## config.mk

```make
export PLATFORM = sky130hd
export DESIGN_NAME = trig_sequencer
export DESIGN_NICKNAME = d
export VERILOG_FILES = /design/src/rtl/trig_sequencer.sv
export SDC_FILE = /design/constraint.sdc
export NUM_CORES = 1
export LEC_CHECK = 0
export CAP_MARGIN = 10
export CORE_MARGIN = 2
export CORE_UTILIZATION = 50
export CTS_CLUSTER_SIZE = 10
export DETAILED_ROUTE_END_ITERATION = 10
export GPL_TIMING_DRIVEN = 0
export PLACE_DENSITY = 0.76
export SYNTH_ARGS = -nofsm -noshare
export SYNTH_HDL_FRONTEND = slang
export SYNTH_SLANG_ARGS = --single-unit
```

## constraint.sdc

```tcl
create_clock -name clk -period 4.2 [get_ports clk]
set_clock_uncertainty 0.15 [all_clocks]
set_input_delay 1.26 -clock clk [delete_from_list [all_inputs] [get_ports clk]]
set_output_delay 1.26 -clock clk [all_outputs]
set_load 0.01 [all_outputs]
```

## src/rtl/trig_sequencer.sv

```systemverilog
// Shares one combinational cosine table across six lookups (cos/sin for X, Y, Z).
// A start request normalizes and latches the angles, steps through the table, then publishes all six results at once.
module trig_sequencer (
  input  logic       clk,
  input  logic       reset,
  input  logic       start,
  input  logic [9:0] angle_x,
  input  logic [9:0] angle_y,
  input  logic [9:0] angle_z,
  output logic [9:0] lut_deg,
  input  logic [7:0] lut_val,
  output logic [7:0] cos_x,
  output logic [7:0] sin_x,
  output logic [7:0] cos_y,
  output logic [7:0] sin_y,
  output logic [7:0] cos_z,
  output logic [7:0] sin_z,
  output logic       busy,
  output logic       done
);

  localparam logic [1:0] IDLE   = 2'd0;
  localparam logic [1:0] LOOKUP = 2'd1;
  localparam logic [1:0] DONE   = 2'd2;

  logic [1:0] state;
  logic [2:0] step;
  logic [9:0] theta_x;
  logic [9:0] theta_y;
  logic [9:0] theta_z;
  logic [9:0] axis_theta;
  logic [7:0] shadow [0:5];

  // Fold 0..1023 into 0..359; at most two subtractions of 360 are ever needed.
  function automatic logic [9:0] norm_deg(input logic [9:0] a);
    if (a >= 10'd720) begin
      return a - 10'd720;
    end else if (a >= 10'd360) begin
      return a - 10'd360;
    end else begin
      return a;
    end
  endfunction

  // sin(t) = cos(t - 90), kept inside 0..359 without ever forming a value above 359.
  function automatic logic [9:0] sin_deg(input logic [9:0] t);
    if (t < 10'd90) begin
      return t + 10'd270;
    end else begin
      return t - 10'd90;
    end
  endfunction

  assign busy = (state == LOOKUP);
  assign done = (state == DONE);

  // Step mux: steps come in cos/sin pairs per axis, so step[2:1] picks the axis.
  always_comb begin
    axis_theta = 10'd0;
    lut_deg    = 10'd0;
    case (step[2:1])
      2'd0:    axis_theta = theta_x;
      2'd1:    axis_theta = theta_y;
      2'd2:    axis_theta = theta_z;
      default: axis_theta = 10'd0;
    endcase
    if (state == LOOKUP) begin
      lut_deg = step[0] ? sin_deg(axis_theta) : axis_theta;
    end else begin
      lut_deg = 10'd0;
    end
  end

  // Sequencer, shadow capture and coherent output publish.
  always_ff @(posedge clk) begin
    if (reset) begin
      state   <= IDLE;
      step    <= 3'd0;
      theta_x <= 10'd0;
      theta_y <= 10'd0;
      theta_z <= 10'd0;
      cos_x   <= 8'd0;
      sin_x   <= 8'd0;
      cos_y   <= 8'd0;
      sin_y   <= 8'd0;
      cos_z   <= 8'd0;
      sin_z   <= 8'd0;
      for (int i = 0; i < 6; i++) begin
        shadow[i] <= 8'd0;
      end
    end else begin
      case (state)
        IDLE, DONE: begin
          if (start) begin
            theta_x <= norm_deg(angle_x);
            theta_y <= norm_deg(angle_y);
            theta_z <= norm_deg(angle_z);
            step    <= 3'd0;
            state   <= LOOKUP;
          end else begin
            state   <= IDLE;
          end
        end
        LOOKUP: begin
          shadow[step] <= lut_val;
          if (step == 3'd5) begin
            // Last value bypasses its shadow so all six appear in the DONE cycle.
            cos_x <= shadow[0];
            sin_x <= shadow[1];
            cos_y <= shadow[2];
            sin_y <= shadow[3];
            cos_z <= shadow[4];
            sin_z <= lut_val;
            state <= DONE;
          end else begin
            step  <= step + 3'd1;
          end
        end
        default: begin
          state <= IDLE;
          step  <= 3'd0;
        end
      endcase
    end
  end

endmodule

```

Word-level counts from Yosys, hierarchy flattened
Memories as Yosys holds them, arrays and structs flattened. A register that Yosys moved wholly into a read port is not among the register bits. Index checks and enable logic that the tools add are counted.

Reduce and logical (&&, ||, !) cells: 7. Equality and inequality tests: 8. Add/sub/neg operators: 9. Mux-type cells: 24. Order comparisons: 7.

Operators with widths (count): 10-bit two-way mux (9); 10-bit >= comparator (second input constant) (3); 10-bit by 9-bit >= comparator with 1-bit output (second input constant) (3); 10-bit one-hot mux with 3 select lines (1); 10-bit subtractor (second input constant) (3); 10-bit by 9-bit subtractor with 10-bit output (second input constant) (3); 10-bit by 9-bit adder with 10-bit output (second input constant) (1); 10-bit by 7-bit < comparator with 1-bit output (second input constant) (1); 10-bit by 7-bit subtractor with 10-bit output (second input constant) (1); 3-bit two-way mux (3); 8-bit two-way mux (1); 8-bit OR reduction (1); 1-bit two-way mux (7); 3-bit one-hot mux with 2 select lines (1); 2-bit AND reduction (3); 2-bit by 1-bit equality test with 1-bit output (second input constant) (2); 2-bit equality test (second input constant) (2); 2-bit logical NOT (2); 2-bit != test (second input constant) (2); 2-bit one-hot mux with 2 select lines (1); 3-bit by 1-bit adder with 3-bit output (second input constant) (1); 3-bit equality test (second input constant) (1); 2-bit two-way mux (1); 2-bit by 1-bit != test with 1-bit output (second input constant) (1); 2-bit OR reduction (1).

Memories: 1. Input port bits: 41. RAM bits: 48. Register bits: 43. Output and inout bits: 60.

Memory list: shadow (words 6, bits a word 8, read ports 5, clocked after memory_dff 5, write ports 6, line 32) `logic [7:0] shadow [0:5];`.

Logic depth before layout (Yosys ltp)
Depth in word-level cells: 6. Mapped depth: 11. Mapped depth without buffers: 9.

Worst setup path before layout
Ideal clock, no wire load.

Kind: register to output. Start: register step[1]. End: output port lut_deg[9]. Data required time: 2.790 ns. Slack: 0.687 ns. Data arrival time: 2.103 ns. Stages on the path, launching flop included: 12. Buffers on the path: 2. Cells stage by stage: dfxtp_1 > buf_6 > buf_8 > mux2i_1 > o2bb2ai_2 > inv_1 > ha_1 > inv_1 > a31o_2 > and2_1 > a2111o_1 > a21oi_1.

Longest elaborated chain between the ends: 6. Elaborated cells between the ends (all ways): 10. Those cells by class: add/sub (2); order compare (1); eq/ne (2); mux (4); reduce/logical (1).

RTL lines: from (decl) (line 27) `logic [2:0] step;`; from (signal assigned) (line 116) `step <= step + 3'd1;`; 2-bit equality test, or another cell as far along (line 61) `case (step[2:1])`; 10-bit one-hot mux with 3 select lines (*) (line 61); 10-bit by 7-bit subtractor with 10-bit output, or another cell as far along (line 50) `return t - 10'd90;`; 10-bit two-way mux (line 47) `if (t < 10'd90) begin`; 10-bit two-way mux (*) (line 68) `lut_deg = step[0] ? sin_deg(axis_theta) : axis_theta;`; 10-bit two-way mux (*) (line 67) `if (state == LOOKUP) begin`; to (decl) (line 10) `output logic [9:0] lut_deg,`.

Mark *: on every way between the ends. The rest lies on a longest branch, timed or not.

Worst setup path in the final report
Start: register step[1]. End: output port lut_deg[4].

The elaborated chain is that of the path after synthesis.

==> flow_summary.ini <==
[cells_and_area]
layout-drive-gt1-share_pct = 10.6
finalCoreUtilization_pct = 68.7
diodes = 0
stdcell_count = 999
final_nets = 877
area_growth_syn_to_layout_pct = 33.0
fillers = 925

[drt]
ant_nets = 0
wl_um = 16400
top_layer_used = met4
avgRoutedWirePerCell_um = 16.4
wl_met3_um = 1020
vias = 5655
firstDrtPassIters = 5
drtIter0Drc = 404
wl_met1_um = 6680
post-route-drc-count = 0
wl_met2_um = 8090
vias_per_cell = 5.66

[setup_path]
slowest_delay_ns = 0.39
critPathBufInv = 4
arrival_ns = 2.74
startpoint_type = flip-flop
crit_family = buffers and inverters
crit_chain = buf_8 > buf_4 > mux2i_4 > o2bb2ai_2 > a2111oi_4 > buf_4 > maj3_1 > nand3_1 > nor3b_1 > clkdlybuf4s15_1
crit_type = flip-flop to output port
cpMostUsedCell = buf_4
worstPathMaxFanout = 8
cp-end-kind = output port
slowest_stage = maj3_1
required_ns = 2.79

[timing]
setup_ws_ns = 0.0479
hold_violations = 0
setup_viol = 0
grt_setup_unrepaired = yes
worst_pin_slew_ns = 1.06
fin_crit_sh_pct = 98.9
clock.fmax_mhz = 241
period_minus_slack_ns = 4.15
maxSlewViolCount = 0
setup_tns_ns = 0
relSlewSlack_pct = 28.9

[global_routing]
grt_pass1_vias = 5295
antenna_found_initial = 0
grt_first_pass_wirelength_um = 25400
grt_start_max_net_pins = 17
grt_overflow_total = 0
grt_util_all_layers_pct = 24.5

[yosys]
yosys_warnings = 0
avgSynthCellArea_sq_um = 8.93
syn_area_sq_mm = 0.00622
yosysSeqAreaShare_pct = 46.0
async_reset_ff_share_pct = 0
synth_fp_nets = 756
synth_edf_count = 40
ys_seq_elements = 123
syn_inst = 697
synth_cell_type_count = 67
yosys_most_used_dff = dfxtp_1

[clock_tree]
cts_tree = built
clk_latency_ns = 0.41
clk_pin_slew_worst_paths_ns = 0.06
clock_path_buffers = 2
cts_root_buf = clkbuf_16
htree_levels = 4
cts_sinks = 123
ctsHoldBuffers = 0
cts_buffers = 17

[outcome]
status = finished, final reports clean

[floorplanning]
die_h_um = 116
start_util_pct = 51.6
chipWidth_um = 116
fp.coreArea_sq_mm = 0.0121
placementRows = 40
dieArea_sq_mm = 0.0134
ios = 101

[power]
p_comb_share_pct = 11.4
leakage_nw = 3.04
intPower_mw = 2.44
pwr-share-seq_pct = 40.9
sw_frac_of_total_pct = 23.4
ir_drop_mv = 0.341
p_clk_share_pct = 47.7
power.density_cell_area_mw_per_mm2 = 384
p_sw_mw = 0.743

[job]
maxCapViolCount = 0

[place]
globalplace.congestion = 0.931
dp_cells = 958
post-place-ws_ns = -0.126
io_buffers = 93
dp_hpwl_um = 11600

[hold_path]
hold_class = flip-flop to flip-flop
-- timing repair --
| action | in CTS | in global routing |
|---|---|---|
| resized for setup | 32 | 18 |
| buffers inserted | 7 | 2 |
| pin swaps | 2 | 5 |
| setup endpoints to repair | 7 | 7 |
-- worst min-delay path, cell delays in order, from the launching register on --
cell and delay (ns):
dfxtp_1 0.30, nand2_1 0.05, a21oi_1 0.05
-- synth_stat cells (4+ instances only) --
library cell,count,area [sq um]
nand3_1,9,45.0
ha_1,18,225
nand2_1,145,544
nand2b_1,5,31.3
mux2i_1,14,140
or2_2,4,25.0
a311oi_1,4,35.0
o21ai_0,20,100
or4b_1,4,40.0
a31oi_1,10,62.6
nor2_1,30,113
clkbuf_1,31,116
and4_1,4,35.0
nor3_1,19,95.1
or3_1,5,31.3
a211oi_1,9,67.6
o211ai_1,5,37.5
nand4_1,5,31.3
a21o_1,4,30.0
o2bb2ai_2,4,60.1
inv_1,23,86.3
xnor2_1,5,43.8
dfxtp_1,83,1660
and2_1,42,263
a21oi_1,82,410
a211o_1,4,35.0
edfxtp_1,40,1200
-- power by group through the flow --
| stage | sequential, mW | clock (mW) | combinational, mW |
|---|---|---|---|
| global route | 1.30 | 1.58 | 0.392 |
| detailed placement | 1.32 | 0 | 0.329 |
| floorplan | 1.31 | 0 | 0.210 |
| CTS | 1.30 | 1.52 | 0.350 |
| finish | 1.30 | 1.52 | 0.363 |
| global placement | 1.32 | 0 | 0.322 |
-- metal layers --
metal  track usage, %  vias to the layer above
met5                0                        -
met4             10.8                        0
met3             5.02                       46
met2             42.2                      233
met1             29.6                     2662
li1                 -                     2714
-- path summary, 6_finish.rpt --
path	startpoint	to	slack, ns	depth (start not counted)
setup / recovery	step[1]	lut_deg[4]	0.05	10
hold / removal	cos_y[0]	cos_y[0]	0.30	2
setup reg to reg	step[1]	sin_x[4]	1.59	10
hold reg to reg	cos_y[0]	cos_y[0]	0.30	2
-- flip-flops by register name, summed over array words and instances, names as in the netlist --
| register | count |
|---|---|
| shadow | 40 |
| theta_x | 10 |
| cos_y | 8 |
| theta_y | 10 |
| step | 3 |
| state | 2 |
| sin_y | 8 |
| sin_z | 8 |
| sin_x | 8 |
| cos_x | 8 |
| cos_z | 8 |
| theta_z | 10 |
-- stage by stage --
step                      hold WS [ns]  power, mW  cell area, sq um
final                            0.300       3.18              8280
after global routing             0.318       3.28              8280
after CTS                        0.303       3.17              8190
after detailed placement         0.296       1.65              7370
after global placement           0.291       1.64              7370
after floorplan                  0.272       1.52              6220
-- cell usage in the layout (no fill, tap or decap), types with 17 or more instances in the layout --
cell type and count:
a21oi_1 82, ha_1 17, edfxtp_1 40, dfxtp_1 82, and2_1 42, clkdlybuf4s50_1 86
nor2_1 30, clkbuf_1 34, nor3_1 18, clkbuf_16 20, inv_1 21, nand2_1 145
o21ai_0 18
-- final cells by class --
class | instances | area [sq um] | share of cell area [%]
plain buffers | 44 | 289 | 3.49
inverters | 23 | 86.3 | 1.04
repair buffers | 102 | 987 | 11.9
clock inverters | 7 | 98.8 | 1.19
flip-flops and latches | 123 | 2860 | 34.6
multi-input cells | 507 | 3210 | 38.7
clock buffers | 25 | 539 | 6.51
well taps | 168 | 210 | 2.54
-- cells by family after synthesis --
family / count (synthesis) / synth area share (%)
AOI/OAI and AO/OA: 181 / 19.3
xor gates and xnor gates: 5 / 0.703
adders and majority gates: 19 / 3.78
buffers and inverters: 67 / 5.83
DFF: 123 / 46.0
muxes: 14 / 2.25
and+or+nand+nor: 288 / 22.2
Power figures use the tool's default switching activity.
